### src/rtl/id_ex_hazard_ctrl_pkg.sv
// Shared pipeline constants for the ID/EX hazard controller.
// Holds the FSM encoding, the zero register, control-set encodings and decoder opcodes.
package id_ex_hazard_ctrl_pkg;

  localparam int unsigned REG_W = 5;
  localparam int unsigned OP_W  = 6;

  localparam logic [0:0] ST_RUN  = 1'b0;
  localparam logic [0:0] ST_HOLD = 1'b1;

  localparam logic [REG_W-1:0] REG_ZERO = 5'd0;

  // Opcodes the decoder uses to derive id_uses_rt / id_is_branch
  localparam logic [OP_W-1:0] OP_RTYPE = 6'h00;
  localparam logic [OP_W-1:0] OP_J     = 6'h02;
  localparam logic [OP_W-1:0] OP_BEQ   = 6'h04;
  localparam logic [OP_W-1:0] OP_BNE   = 6'h05;
  localparam logic [OP_W-1:0] OP_ADDI  = 6'h08;
  localparam logic [OP_W-1:0] OP_LW    = 6'h23;
  localparam logic [OP_W-1:0] OP_SW    = 6'h2b;

  typedef struct packed {
    logic pc_write;
    logic ifid_write;
    logic ifid_flush;
    logic idex_bubble;
  } ctrl_t;

  localparam ctrl_t CTRL_NORMAL = '{pc_write: 1'b1, ifid_write: 1'b1, ifid_flush: 1'b0, idex_bubble: 1'b0};
  localparam ctrl_t CTRL_STALL  = '{pc_write: 1'b0, ifid_write: 1'b0, ifid_flush: 1'b0, idex_bubble: 1'b1};
  localparam ctrl_t CTRL_FLUSH  = '{pc_write: 1'b1, ifid_write: 1'b1, ifid_flush: 1'b1, idex_bubble: 1'b1};
  localparam ctrl_t CTRL_RESET  = '{pc_write: 1'b0, ifid_write: 1'b0, ifid_flush: 1'b1, idex_bubble: 1'b1};

  function automatic logic op_uses_rt(input logic [OP_W-1:0] op);
    return (op == OP_RTYPE) || (op == OP_BEQ) || (op == OP_BNE) || (op == OP_SW);
  endfunction

  function automatic logic op_is_branch(input logic [OP_W-1:0] op);
    return (op == OP_BEQ) || (op == OP_BNE);
  endfunction

endpackage

### src/rtl/id_ex_hazard_ctrl_if.sv
// ID/EX hazard bundle: decode/execute status in, pipeline enables and counters out.
interface id_ex_hazard_ctrl_if #(parameter int unsigned CNT_W = 16);
  import id_ex_hazard_ctrl_pkg::*;

  logic [REG_W-1:0] id_rs;
  logic [REG_W-1:0] id_rt;
  logic             id_uses_rt;
  logic             id_is_branch;
  logic             ex_memread;
  logic             ex_regwrite;
  logic [REG_W-1:0] ex_dest;
  logic             ex_pcsrc;
  logic             ex_jump;

  logic             pc_write;
  logic             ifid_write;
  logic             ifid_flush;
  logic             idex_bubble;
  logic [CNT_W-1:0] stall_cycles;
  logic [CNT_W-1:0] flush_events;

  modport master (
    output id_rs, id_rt, id_uses_rt, id_is_branch,
    output ex_memread, ex_regwrite, ex_dest, ex_pcsrc, ex_jump,
    input  pc_write, ifid_write, ifid_flush, idex_bubble,
    input  stall_cycles, flush_events
  );

  modport slave (
    input  id_rs, id_rt, id_uses_rt, id_is_branch,
    input  ex_memread, ex_regwrite, ex_dest, ex_pcsrc, ex_jump,
    output pc_write, ifid_write, ifid_flush, idex_bubble,
    output stall_cycles, flush_events
  );
endinterface

### src/rtl/id_ex_hazard_ctrl_sat_counter.sv
// Saturating event counter with synchronous active-high reset; sticks at all-ones.
module sat_counter #(
  parameter int unsigned W = 16
) (
  input  logic         clk,
  input  logic         reset,
  input  logic         inc,
  output logic [W-1:0] count
);

  logic [W-1:0] count_q;
  logic [W-1:0] count_d;

  always_comb begin
    count_d = count_q;
    if (inc && (count_q != {W{1'b1}})) begin
      count_d = count_q + W'(1);
    end
  end

  always_ff @(posedge clk) begin
    if (reset) begin
      count_q <= '0;
    end else begin
      count_q <= count_d;
    end
  end

  assign count = count_q;

endmodule

### src/rtl/id_ex_hazard_ctrl.sv
// ID/EX write-side controller: load-use / branch-operand stalls, EX-resolved flushes,
// and saturating stall/flush counters. Control outputs are Mealy (same-cycle).
module id_ex_hazard_ctrl
  import id_ex_hazard_ctrl_pkg::*;
#(
  parameter int unsigned CNT_W = 16
) (
  input logic               clk,
  input logic               reset,
  id_ex_hazard_ctrl_if.slave hz
);

  logic [0:0] state_q;
  logic [0:0] state_d;
  ctrl_t      ctrl_c;
  logic       stall_inc_c;
  logic       flush_inc_c;

  logic match_rs_c;
  logic match_rt_c;
  logic dep_c;
  logic flush_req_c;
  logic lb_haz_c;
  logic lu_haz_c;
  logic ab_haz_c;

  // $0 is hardwired, so a write to it never creates a dependency
  always_comb begin
    match_rs_c  = (hz.ex_dest != REG_ZERO) && (hz.ex_dest == hz.id_rs);
    match_rt_c  = hz.id_uses_rt && (hz.ex_dest != REG_ZERO) && (hz.ex_dest == hz.id_rt);
    dep_c       = match_rs_c || match_rt_c;
    flush_req_c = hz.ex_pcsrc || hz.ex_jump;
    lb_haz_c    = hz.ex_memread && hz.id_is_branch && dep_c;
    lu_haz_c    = hz.ex_memread && !hz.id_is_branch && dep_c;
    ab_haz_c    = hz.ex_regwrite && !hz.ex_memread && hz.id_is_branch && dep_c;
  end

  always_comb begin
    state_d     = ST_RUN;
    ctrl_c      = CTRL_NORMAL;
    stall_inc_c = 1'b0;
    flush_inc_c = 1'b0;
    if (reset) begin
      ctrl_c = CTRL_RESET;
    end else if (flush_req_c) begin
      ctrl_c      = CTRL_FLUSH;
      flush_inc_c = 1'b1;
    end else if (state_q == ST_HOLD) begin
      // Second load->branch stall while the load sits in MEM
      ctrl_c      = CTRL_STALL;
      stall_inc_c = 1'b1;
    end else if (lb_haz_c) begin
      ctrl_c      = CTRL_STALL;
      stall_inc_c = 1'b1;
      state_d     = ST_HOLD;
    end else if (lu_haz_c || ab_haz_c) begin
      ctrl_c      = CTRL_STALL;
      stall_inc_c = 1'b1;
    end
  end

  always_ff @(posedge clk) begin
    if (reset) begin
      state_q <= ST_RUN;
    end else begin
      state_q <= state_d;
    end
  end

  assign hz.pc_write    = ctrl_c.pc_write;
  assign hz.ifid_write  = ctrl_c.ifid_write;
  assign hz.ifid_flush  = ctrl_c.ifid_flush;
  assign hz.idex_bubble = ctrl_c.idex_bubble;

  sat_counter #(.W(CNT_W)) u_stall_cnt (
    .clk   (clk),
    .reset (reset),
    .inc   (stall_inc_c),
    .count (hz.stall_cycles)
  );

  sat_counter #(.W(CNT_W)) u_flush_cnt (
    .clk   (clk),
    .reset (reset),
    .inc   (flush_inc_c),
    .count (hz.flush_events)
  );

endmodule

### src/flat_wrapper.sv
// flat-port wrapper written by rule: the top's interface ports become plain ports
module id_ex_hazard_ctrl_flat import id_ex_hazard_ctrl_pkg::*;
#(
  parameter int unsigned CNT_W = 16
)
  (clk, reset, hz_id_rs, hz_id_rt, hz_id_uses_rt, hz_id_is_branch, hz_ex_memread, hz_ex_regwrite, hz_ex_dest, hz_ex_pcsrc, hz_ex_jump, hz_pc_write, hz_ifid_write, hz_ifid_flush, hz_idex_bubble, hz_stall_cycles, hz_flush_events);
  id_ex_hazard_ctrl_if #(.CNT_W(CNT_W)) hz_i ();
  input logic clk;
  input logic reset;
  input wire logic [$bits(hz_i.id_rs)-1:0] hz_id_rs;
  input wire logic [$bits(hz_i.id_rt)-1:0] hz_id_rt;
  input wire logic [$bits(hz_i.id_uses_rt)-1:0] hz_id_uses_rt;
  input wire logic [$bits(hz_i.id_is_branch)-1:0] hz_id_is_branch;
  input wire logic [$bits(hz_i.ex_memread)-1:0] hz_ex_memread;
  input wire logic [$bits(hz_i.ex_regwrite)-1:0] hz_ex_regwrite;
  input wire logic [$bits(hz_i.ex_dest)-1:0] hz_ex_dest;
  input wire logic [$bits(hz_i.ex_pcsrc)-1:0] hz_ex_pcsrc;
  input wire logic [$bits(hz_i.ex_jump)-1:0] hz_ex_jump;
  output wire logic [$bits(hz_i.pc_write)-1:0] hz_pc_write;
  output wire logic [$bits(hz_i.ifid_write)-1:0] hz_ifid_write;
  output wire logic [$bits(hz_i.ifid_flush)-1:0] hz_ifid_flush;
  output wire logic [$bits(hz_i.idex_bubble)-1:0] hz_idex_bubble;
  output wire logic [$bits(hz_i.stall_cycles)-1:0] hz_stall_cycles;
  output wire logic [$bits(hz_i.flush_events)-1:0] hz_flush_events;
  assign hz_i.id_rs = hz_id_rs;
  assign hz_i.id_rt = hz_id_rt;
  assign hz_i.id_uses_rt = hz_id_uses_rt;
  assign hz_i.id_is_branch = hz_id_is_branch;
  assign hz_i.ex_memread = hz_ex_memread;
  assign hz_i.ex_regwrite = hz_ex_regwrite;
  assign hz_i.ex_dest = hz_ex_dest;
  assign hz_i.ex_pcsrc = hz_ex_pcsrc;
  assign hz_i.ex_jump = hz_ex_jump;
  assign hz_pc_write = hz_i.pc_write;
  assign hz_ifid_write = hz_i.ifid_write;
  assign hz_ifid_flush = hz_i.ifid_flush;
  assign hz_idex_bubble = hz_i.idex_bubble;
  assign hz_stall_cycles = hz_i.stall_cycles;
  assign hz_flush_events = hz_i.flush_events;
  id_ex_hazard_ctrl #(.CNT_W(CNT_W)) u_core (.clk(clk), .reset(reset), .hz(hz_i));
endmodule
### config.mk
export PLATFORM = sky130hd
export DESIGN_NAME = id_ex_hazard_ctrl_flat
export DESIGN_NICKNAME = d
export VERILOG_FILES = /design/src/rtl/id_ex_hazard_ctrl_pkg.sv /design/src/rtl/id_ex_hazard_ctrl_if.sv /design/src/rtl/id_ex_hazard_ctrl_sat_counter.sv /design/src/rtl/id_ex_hazard_ctrl.sv /design/src/flat_wrapper.sv
export SDC_FILE = /design/constraint.sdc
export NUM_CORES = 1
export LEC_CHECK = 0
export CAP_MARGIN = 30
export CORE_ASPECT_RATIO = 1.5
export CORE_UTILIZATION = 46
export CTS_CLUSTER_SIZE = 16
export DETAILED_ROUTE_END_ITERATION = 6
export PLACE_DENSITY = 0.9
export SYNTH_ARGS = -nofsm -noshare
export SYNTH_HDL_FRONTEND = slang
export SYNTH_SLANG_ARGS = --single-unit
### constraint.sdc
create_clock -name clk -period 2.4 [get_ports clk]
set_input_delay 0.48 -clock clk [delete_from_list [all_inputs] [get_ports clk]]
set_output_delay 0.48 -clock clk [all_outputs]
set_load 0.05 [all_outputs]
==> qor.csv, run 1 <==
stage,metric,value,unit
setup_path,Worst Path Arrival,1.89,ns
floorplanning,DIE HEIGHT,78.9,um
clocking,CTS tree,yes,
route,# DRC,0,
timing,worst-margin pin slew,0.528,ns
setup_path,crit start category,input pin,
yosys,Yosys top cell area share,36.4,%
floorplanning,row count,27,
layout,Inserted Diodes,0,
yosys,sequential area share after synthesis,36.4,%
floorplanning,Die X,53.3,um
route,"antenna viol nets, final",0,
pwr,Comb pwr share,13.9,%
pwr,switch share,24.2,%
yosys,Synth area leader,dfxtp_1,
yosys,Synth Area per Inst,8.51,um2
layout,Final nets,310,
global_routing,largest net degree at the start of global routing,38,
place,RePlAce Congestion,0.797,
pwr,Psw,0.310,mW
route,total number of vias,1814,
timing,Max Fclk,422,MHz
floorplanning,Initial Utilization,48.8,%
clocking,Clock Sink Count,33,
route,Total Wirelength,4.53,mm
setup_path,Critical Path End Type,output pin,
global_routing,initial antenna violation count,0,
hold_path,HP Class,flop to flop,
layout,Syn-to-layout area delta,49.1,%
yosys,Syn Inst Count,213,
pwr,Overall Power,1.28,mW
setup_path,crit path cell chain,dlygate4sd2_1 > xnor2_1 > nand3_2 > o32ai_4 > a31o_2 > a21oi_4 > buf_12,
setup_path,Worst path top cell family by delay,compound AO/OA/AOI/OAI gates,
setup_path,CP Class,input pin to output pin,
route,vias per inst,5.51,
floorplanning,core region area,3720,um2
yosys,synth top area cells,"dfxtp_1 (36%), xor2_1 (6.8%), nor2_1 (5.6%)",
yosys,Post-synth EDFFs,0,
pwr,Leak,0.992,nW
global_routing,total grt overflow,0,
yosys,Syn Nets,238,
setup_path,CP max stage delay,0.32,ns
yosys,Ys Warns,0,
layout,"non-filler cells, final",329,
timing,Fin Clk Skew,0.00414,ns
timing,final critical-path share of the clock period,98.6,%
pwr,pwr dens,475,nW/um2
layout,share of cells above drive strength 1,16.1,%
clocking,Root Driver,clkbuf_8,
yosys,Post-synth ARST share,0,%
status,run status,"finished, final reports clean",
route,DRT iter0 DRCs,48,
setup_path,CP max-delay cell,o32ai_4,
clocking,cts hold-fix bufs,0,
floorplanning,die area,4200,um2
setup_path,CP Max Fanout,3,
clocking,buffer levels on the longest clock path,2,
global_routing,GRT Util Overall,23.6,%
yosys,"top cells by count, synth","dfxtp_1 (33), nor2_1 (27), nand2_1 (20)",
clocking,Num CTS Buffers,5,
pwr,internal cell power,0.974,mW
yosys,"Distinct cells, synth",39,
place,Port-buffer cells,58,
global_routing,vias in the first global route,1631,
yosys,top_reg_cell synth,dfxtp_1,
clocking,H-tree levels,2,
timing,"Hold Vio Cnt, Final",0,
yosys,Seq cells post-synth,33,
timing,Slew Limit Fails,0,
setup_path,crit path buf inv count,2,
yosys,Synth Cell Area,1810,um2
yosys,"count leader, synth",dfxtp_1,
timing,Setup-failing EPs final,0,
setup_path,required time of the critical path,1.92,ns
global_routing,global-route wire length before repair,7.33,mm
pwr,Clk network pwr share,42.7,%
pwr,sequential power share,43.4,%
floorplanning,IO Count,59,
timing,fin crit period,2.37,ns
place,# placed instances,317,
clocking,worst skew pair latency,0.29,ns
pwr,Worst VDD drop,0.451,mV
route,first drt pass iteration count,4,
flow_run,max-cap violations,0,
place,DP HPWL,3.31,mm
route,routed len/inst,13.8,um
clocking,"Clk pin slew, worst setup/hold paths",0.07,ns
timing,Rel. slew slack,64.7,%
==> power groups by stage <==
| stage | Sequential (mW) | Combinational (mW) | Clock (mW) |
|---|---|---|---|
| floorplan | 0.583 | 0.0778 | 0 |
| detailed placement | 0.570 | 0.174 | 0 |
| CTS | 0.557 | 0.171 | 0.557 |
| global placement | 0.570 | 0.170 | 0 |
| finish | 0.557 | 0.178 | 0.549 |
| global route | 0.558 | 0.190 | 0.584 |
==> kinds of logic (layout without fill, tap and decap cells) <==
| kind of cell | after synthesis | in the layout | share of synthesized area (%) |
|---|---|---|---|
| xor gates and xnor gates | 24 | 24 | 11.6 |
| muxes | 7 | 7 | 4.28 |
| AOI/OAI and AO/OA | 31 | 31 | 13.7 |
| adders and majority gates | 2 | 2 | 1.38 |
| buffers and inverters | 13 | 86 | 3.80 |
| and+or+nand+nor | 103 | 103 | 28.8 |
| DFF | 33 | 33 | 36.4 |
==> worst min-delay path: stages, from the launching register on <==
cell and delay (ns):
dfxtp_1 0.33, o21ai_0 0.08, a21oi_1 0.06
==> routing by layer <==
layer	vias to the layer above	wire length (um)	GRT usage (%)
met2	38	2530	41.0
met3	9	193	6.51
met1	862	1720	25.7
met5	-	0	0
met4	0	87	9.74
li1	905	-	-
==> path summary, 6_finish.rpt <==
kind,start,endpoint,slack [ns],depth (start not counted)
worst max-delay path,hz_ex_dest[0],hz_ifid_write,0.03,7
worst min-delay path,u_core.u_stall_cnt.count[15]$_SDFFE_PP0P_,u_core.u_stall_cnt.count[15]$_SDFFE_PP0P_,0.51,2
worst max register to register,u_core.u_flush_cnt.count[0]$_SDFFE_PP0P_,u_core.u_flush_cnt.count[8]$_SDFFE_PP0P_,0.28,7
worst min register to register,u_core.u_stall_cnt.count[15]$_SDFFE_PP0P_,u_core.u_stall_cnt.count[15]$_SDFFE_PP0P_,0.51,2
==> timing repair <==
action | in CTS | in global routing
hold endpoints to repair | 0 | 0
buffers inserted | 2 | 2
pin swaps | 10 | 4
endpoints found under the setup margin | 3 | 2
gates resized for setup | 17 | 4
==> cell usage in the layout, fill, tap and decap left out, types with 2 or more instances in the layout <==
cell type and instances:
buf_12 4, nor2b_1 5, nand2_1 20, ha_1 2
dfxtp_1 33, o311ai_0 2, or4_1 4, nor3_1 4
nor3_2 2, o41ai_1 2, a31o_2 2, a31oi_1 2
o31ai_1 3, xor2_1 12, nor2_1 27, clkbuf_8 6
and3_1 6, a21oi_1 7, o211ai_1 2, or3_1 5
xnor2_2 2, and4_1 2, dlygate4sd2_1 14, mux2_2 6
clkdlybuf4s50_1 40, xnor2_1 8, inv_1 4, nand4_1 7
o21ai_0 4, nor4_1 4, xor2_2 2, buf_4 16
nand3_1 14
==> metrics by stage <==
step | area, um2 | setup TNS [ns] | hold slack, ns | setup WS (ns) | utilization, %
floorplan | 1820 | 0 | 0.484 | 0.00449 | -
global placement | 2530 | -2.46 | 0.478 | -0.218 | 68.0
detailed placement | 2530 | -3.71 | 0.497 | -0.272 | 68.0
CTS | 2660 | 0 | 0.508 | 0.0526 | 71.7
global route | 2700 | -0.0727 | 0.555 | -0.0365 | 72.8
finish | 2700 | 0 | 0.513 | 0.0328 | 72.8
==> state kept, by name, summed over array words and instances (netlist names) <==
| name | count |
|---|---|
| u_core.state_q | 1 |
| u_core.u_stall_cnt.count | 16 |
| u_core.u_flush_cnt.count | 16 |
==> area by class of cell <==
class	count	area [um2]
multi-input combinational	167	1130
fill	299	1010
timing repair buffer	74	723
sequential	33	661
clock buffer	7	86.3
tap	43	53.8
clock inverter	1	30.0
inverter	4	15.0
No activity file was read; power rests on OpenSTA's default activity.
==> run 2: changes to the inputs <==
--- a/config.mk
+++ b/config.mk
@@ -7,6 +7,7 @@
 export LEC_CHECK = 0
 export CAP_MARGIN = 30
 export CORE_ASPECT_RATIO = 1.5
+export CORE_MARGIN = 2
 export CORE_UTILIZATION = 46
 export CTS_CLUSTER_SIZE = 16
 export DETAILED_ROUTE_END_ITERATION = 6
==> run 2 against run 1 <==
Critical path type unchanged. Sequential share of layout area up 0.43 points. Global-route usage down 1.4 points. Critical path depth up 1. Largest cell class unchanged. Setup slack better by 0.034 ns. Total power down 1.0%. Critical endpoint unchanged.
==> qor.csv, run 2 (synthesized netlist as in run 1, its figures left out) <==
stage,metric,value,unit,change
route,DR WL met2,2.57,mm,+1.7%
setup_path,crit start category,input pin,,
global_routing,vias in the first global route,1849,,+13%
pwr,Worst VDD drop,0.545,mV,+21%
floorplanning,DIE HEIGHT,80.9,um,+2.5%
layout,"non-filler cells, final",328,,-0.30%
timing,RSZ-0062 raised after global routing,no,,
clocking,H-tree levels,2,,unchanged
clocking,Clock Sink Count,33,,unchanged
global_routing,initial antenna violation count,0,,unchanged
route,first drt pass iteration count,4,,unchanged
setup_path,Worst Path Arrival,1.85,ns,-0.04 ns
place,# placed instances,317,,unchanged
timing,final critical-path share of the clock period,97.2,%,-1.4 points
layout,Fillers,308,,+3.0%
floorplanning,Initial Utilization,47.0,%,-1.7 points
setup_path,required time of the critical path,1.92,ns,about the same
setup_path,Critical Path End Type,output pin,,
floorplanning,die area,4470,um2,+6.4%
status,run status,"finished, final reports clean",,
setup_path,CP Max Fanout,4,,+1
flow_run,max-cap violations,0,,unchanged
floorplanning,IO Count,59,,unchanged
hold_path,WHS Endpoint,u_core.u_stall_cnt.count[14]$_SDFFE_PP0P_,,
clocking,"Clk pin slew, worst setup/hold paths",0.06,ns,about the same
timing,Hold WS,0.529,ns,+0.0163 ns
route,total number of vias,1854,,+2.2%
clocking,buffer levels on the longest clock path,2,,unchanged
timing,Rel. slew slack,62.2,%,-2.5 points
route,DRT iter0 DRCs,42,,-13%
layout,Final nets,307,,-0.97%
setup_path,Worst Setup SP,hz_ex_dest[0],,
place,Area after DPL,2510,um2,-0.49%
pwr,pwr dens,478,nW/um2,+0.69%
pwr,Leak,0.976,nW,-1.6%
clocking,Num CTS Buffers,5,,unchanged
route,uppermost routed layer,met4,,
layout,Inserted Diodes,0,,unchanged
clocking,CTS tree,yes,,
hold_path,Hold Crit Start,u_core.u_stall_cnt.count[14]$_SDFFE_PP0P_,,
global_routing,largest net degree at the start of global routing,38,,unchanged
timing,Setup-failing EPs final,0,,unchanged
hold_path,WHS Path Cells,2,,unchanged
layout,area taken by flip-flops and latches,661,um2,unchanged
setup_path,r2r worst-path depth,7,,unchanged
layout,share of cells above drive strength 1,14.1,%,-1.9 points
timing,Max Fclk,429,MHz,+1.4%
layout,Multi-input gate area,1110,um2,-2.2%
route,"antenna viol nets, final",0,,unchanged
floorplanning,core region area,3850,um2,+3.7%
floorplanning,row count,28,,+3.7%
clocking,Root Driver,clkbuf_8,,
clocking,worst skew pair latency,0.28,ns,about the same
route,Total Wirelength,4.74,mm,+4.7%
global_routing,global-route wire length before repair,8.11,mm,+11%
route,routed len/inst,14.5,um,+5.0%
route,# DRC,0,,unchanged
setup_path,CP Class,input pin to output pin,,
timing,"Hold Vio Cnt, Final",0,,unchanged
timing,Fin Clk Skew,0.00555,ns,+0.00141 ns
layout,most frequent cells in the layout,"clkdlybuf4s50_1 (39), dfxtp_1 (33), nor2_1 (27)",,
global_routing,GRT Util Overall,22.2,%,-1.4 points
place,Port-buffer cells,58,,unchanged
route,wire length on met3,187,um,-3.1%
setup_path,Reg2Reg Setup Slack,0.26,ns,-0.02 ns
timing,worst-margin pin slew,0.565,ns,+0.0379 ns
timing,Slew Limit Fails,0,,unchanged
layout,Syn-to-layout area delta,46.6,%,
place,DP HPWL,3.28,mm,-0.63%
route,Met1 Wirelength,1.84,mm,+7.0%
floorplanning,Die X,55.3,um,+3.8%
hold_path,HP Class,flop to flop,,
layout,"most common cell after layout, fill and taps aside",clkdlybuf4s50_1,,
route,vias per inst,5.65,,+2.5%
setup_path,FF-to-FF Start,u_core.u_flush_cnt.count[0]$_SDFFE_PP0P_,,
global_routing,total grt overflow,0,,unchanged
setup_path,worst r2r dst,u_core.u_flush_cnt.count[3]$_SDFFE_PP0P_,,
timing,fin crit period,2.33,ns,-0.0335 ns
layout,Final Cell Area,2660,um2,-1.7%
place,RePlAce Congestion,0.777,,-2.5%
==> run 2: power breakdown <==
part           leakage (nW)  switching, mW  total, mW  internal (mW)
clock network        0.0585          0.204      0.543          0.339
registers             0.266        0.00561      0.557          0.552
logic                 0.651         0.0920      0.171         0.0794
total                 0.976          0.302       1.27          0.969
==> run 2: stage by stage <==
stage	setup TNS, ns	utilization (%)	power, mW	setup slack, ns
global route	0	69.0	1.32	0.00207
finish	0	69.0	1.27	0.0663
global placement	-2.74	65.3	0.738	-0.211
floorplan	0	-	0.661	0.00449
CTS	0	68.8	1.28	0.0470
detailed placement	-3.78	65.3	0.742	-0.280
==> run 2: worst max-delay path by stage <==
stage,end
6_report,hz_ifid_write
4_1_cts,hz_ifid_write
5_1_grt,hz_ifid_write
3_5_place_dp,u_core.u_stall_cnt.count[4]$_SDFFE_PP0P_
2_1_floorplan,hz_pc_write
3_3_place_gp,hz_ifid_write
==> run 2: metal layers <==
metal	GRT usage, %	up-vias
met3	4.30	17
met4	11.2	0
li1	-	903
met5	0	-
met2	40.8	60
met1	24.1	874
==> run 2: worst max-delay path, stage by stage <==
cell and delay, ns:
dlygate4sd2_1 0.25, buf_4 0.14, xnor2_1 0.12, nand2_1 0.10, o32ai_4 0.10, a31o_2 0.27
a21oi_4 0.21, buf_12 0.16
==> run 2: repair_timing <==
item                                    in CTS  in global routing
gates resized for setup                     17                  3
endpoints found under the setup margin       3                  2
pin swaps                                   11                  6
setup buffers                                2                  1
hold buffers                                 0                  0
==> run 2: layout make-up <==
| type | count | share of cell area (%) |
|---|---|---|
| Clock inverter | 1 | 1.13 |
| Tap cell | 45 | 2.12 |
| Multi-Input combinational cell | 167 | 41.8 |
| Timing Repair Buffer | 71 | 26.3 |
| Inverter | 4 | 0.565 |
| Clock buffer | 7 | 3.25 |
| Sequential cell | 33 | 24.9 |
==> run 3: changes to the inputs <==
--- a/config.mk
+++ b/config.mk
@@ -11,7 +11,9 @@
 export CORE_UTILIZATION = 46
 export CTS_CLUSTER_SIZE = 16
 export DETAILED_ROUTE_END_ITERATION = 6
+export GPL_TIMING_DRIVEN = 0
 export PLACE_DENSITY = 0.9
+export SLEW_MARGIN = 20
 export SYNTH_ARGS = -nofsm -noshare
 export SYNTH_HDL_FRONTEND = slang
 export SYNTH_SLANG_ARGS = --single-unit
==> run 3 against run 2 <==
Clock-buffer cell count stayed put. Critical path depth stayed put. Wire length is 0.15% higher. Core utilization is 0.68 points lower. Largest power group unchanged. Hold slack worse by 0.031 ns. Highest routed layer unchanged.
==> qor.csv, run 3 (synthesized netlist as in run 1, its figures left out) <==
stage,metric,value,unit,change
layout,Multi-input gate area,1110,um2,unchanged
route,routed len/inst,14.4,um,-0.16%
setup_path,CP max stage delay,0.24,ns,-0.03 ns
route,first drt pass iteration count,4,,unchanged
floorplanning,DIE HEIGHT,80.9,um,unchanged
hold_path,HP Class,flop to flop,,
clocking,buffer levels on the longest clock path,2,,unchanged
timing,Max Fclk,430,MHz,+0.45%
timing,fin crit period,2.32,ns,-0.0104 ns
route,vias per inst,5.66,,+0.18%
timing,Hold WS,0.499,ns,-0.0307 ns
timing,Setup-failing EPs final,0,,unchanged
global_routing,total grt overflow,0,,unchanged
route,# DRC,0,,unchanged
timing,Fin Clk Skew,0.00850,ns,+0.00296 ns
global_routing,largest net degree at the start of global routing,11,,-71%
timing,final critical-path share of the clock period,96.8,%,-0.43 points
setup_path,crit path cell chain,dlygate4sd2_1 > xnor2_1 > nand4_1 > o32ai_4 > a31o_2 > a21oi_2 > buf_4 > buf_8,,
setup_path,Critical Path End Type,output pin,,
layout,share of cells above drive strength 1,15.8,%,+1.7 points
pwr,sequential power share,43.7,%,about the same
layout,Syn-to-layout area delta,45.1,%,
floorplanning,Initial Utilization,47.0,%,unchanged
route,"antenna viol nets, final",0,,unchanged
status,run status,"finished, final reports clean",,
pwr,Comb pwr share,13.5,%,about the same
pwr,Clk network pwr share,42.9,%,+0.2 points
clocking,Root Driver,clkbuf_8,,
route,total number of vias,1863,,+0.49%
layout,Fillers,323,,+4.9%
timing,Rel. slew slack,65.1,%,+2.9 points
timing,Slew Limit Fails,0,,unchanged
floorplanning,row count,28,,unchanged
route,Total Wirelength,4.75,mm,+0.15%
global_routing,global-route wire length before repair,7.89,mm,-2.7%
pwr,switch share,24.1,%,+0.33 points
layout,"most common cell after layout, fill and taps aside",clkdlybuf4s50_1,,
setup_path,Worst Path Arrival,1.84,ns,about the same
setup_path,crit start category,input pin,,
floorplanning,die area,4470,um2,unchanged
timing,worst-margin pin slew,0.522,ns,-0.0438 ns
setup_path,Worst path top cell family by delay,buffers and inverters,,
place,DP HPWL,3.42,mm,+4.1%
global_routing,vias in the first global route,1709,,-7.6%
timing,"Hold Vio Cnt, Final",0,,unchanged
timing,setup TNS,0,ns,unchanged
pwr,internal cell power,0.969,mW,about the same
layout,Inserted Diodes,0,,unchanged
place,RePlAce Congestion,0.784,,+0.84%
place,Place WS,-1.28,ns,-1.00 ns
clocking,Clock Sink Count,33,,unchanged
route,DRT iter0 DRCs,59,,+40%
floorplanning,core region area,3850,um2,unchanged
floorplanning,Die X,55.3,um,unchanged
setup_path,CP Class,input pin to output pin,,
setup_path,CP max-delay cell,dlygate4sd2_1,,
setup_path,crit path buf inv count,3,,unchanged
setup_path,CP Max Fanout,4,,unchanged
setup_path,required time of the critical path,1.92,ns,about the same
layout,area taken by flip-flops and latches,661,um2,unchanged
floorplanning,IO Count,59,,unchanged
clocking,worst skew pair latency,0.29,ns,about the same
layout,most frequent cells in the layout,"clkdlybuf4s50_1 (38), dfxtp_1 (33), nor2_1 (27)",,
clocking,Num CTS Buffers,5,,unchanged
clocking,H-tree levels,2,,unchanged
pwr,Worst VDD drop,0.788,mV,+44%
timing,final worst slack,0.0766,ns,+0.0104 ns
clocking,"Clk pin slew, worst setup/hold paths",0.07,ns,about the same
flow_run,max-cap violations,0,,unchanged
layout,Final nets,308,,+0.33%
place,Port-buffer cells,58,,unchanged
pwr,Psw,0.307,mW,+1.8%
global_routing,GRT Util Overall,21.9,%,-0.27 points
pwr,Leak,0.962,nW,-1.5%
clocking,CTS tree,yes,,
pwr,pwr dens,485,nW/um2,+1.4%
global_routing,initial antenna violation count,0,,unchanged
-- run 3: cell count changes in the layout (fill, tap and decap cells not counted), sizes merged --
cell           before  now
clkbuf              8   18
dlygate4sd2        13    6
buf                17   13
clkdlybuf4s15       0    3
clkdlybuf4s50      39   38
-- run 3: metrics by stage --
| stage | std cells | util, % | power [mW] | cell area [um2] |
|---|---|---|---|---|
| global route | 329 | 68.3 | 1.33 | 2630 |
| floorplan | 213 | - | 0.661 | 1820 |
| global placement | 316 | 63.7 | 0.730 | 2450 |
| detailed placement | 316 | 63.7 | 0.732 | 2450 |
| finish | 329 | 68.3 | 1.28 | 2630 |
| CTS | 326 | 67.7 | 1.27 | 2610 |
-- run 3: what timing repair did --
item	4_1_cts	5_1_grt
hold buffers	0	0
pin swaps	13	12
setup buffers	2	3
setup endpoints to repair	4	5
cloned	0	0
gates resized for setup	46	20
-- run 3: final cells by class --
cell class / instances / share of cell area (%)
Timing Repair Buffer: 63 / 22.3
Buffer: 9 / 3.23
Multi-Input combinational cell: 167 / 42.2
Clock inverter: 1 / 1.14
Tap cell: 45 / 2.14
Inverter: 4 / 0.571
Sequential cell: 33 / 25.1
Clock buffer: 7 / 3.28
-- run 3: per-layer routing --
layer | GRT usage, % | share of wire (%) | wire, um | vias up
met5 | 0 | 0 | 0 | -
li1 | - | - | - | 904
met1 | 23.3 | 39 | 1830 | 899
met3 | 5.57 | 5.1 | 244 | 6
met2 | 42.0 | 55 | 2640 | 54
met4 | 6.83 | 0.78 | 37 | 0
-- run 3: tightest hold or removal path: cells and delay by family, from the launching register on --
kind | cells | cell delay (ns)
AO/OA/AOI/OAI | 2 | 0.13
flip-flops | 1 | 0.32
-- run 3: path summary, 6_finish.rpt --
kind	slack, ns	start	depth (start not counted)	to
min	0.50	u_core.u_stall_cnt.count[15]$_SDFFE_PP0P_	2	u_core.u_stall_cnt.count[15]$_SDFFE_PP0P_
max	0.08	hz_id_rt[4]	8	hz_pc_write
min reg2reg	0.50	u_core.u_stall_cnt.count[15]$_SDFFE_PP0P_	2	u_core.u_stall_cnt.count[15]$_SDFFE_PP0P_
max reg2reg	0.32	u_core.u_flush_cnt.count[0]$_SDFFE_PP0P_	9	u_core.u_flush_cnt.count[3]$_SDFFE_PP0P_
-- run 3: power by group through the flow --
stage                     Clock (mW)  Sequential, mW  Combinational (mW)
after floorplan                    0           0.583              0.0778
after global placement             0           0.569               0.161
after detailed placement           0           0.570               0.163
after CTS                      0.552           0.557               0.164
after global routing           0.586           0.558               0.184
final                          0.547           0.557               0.172
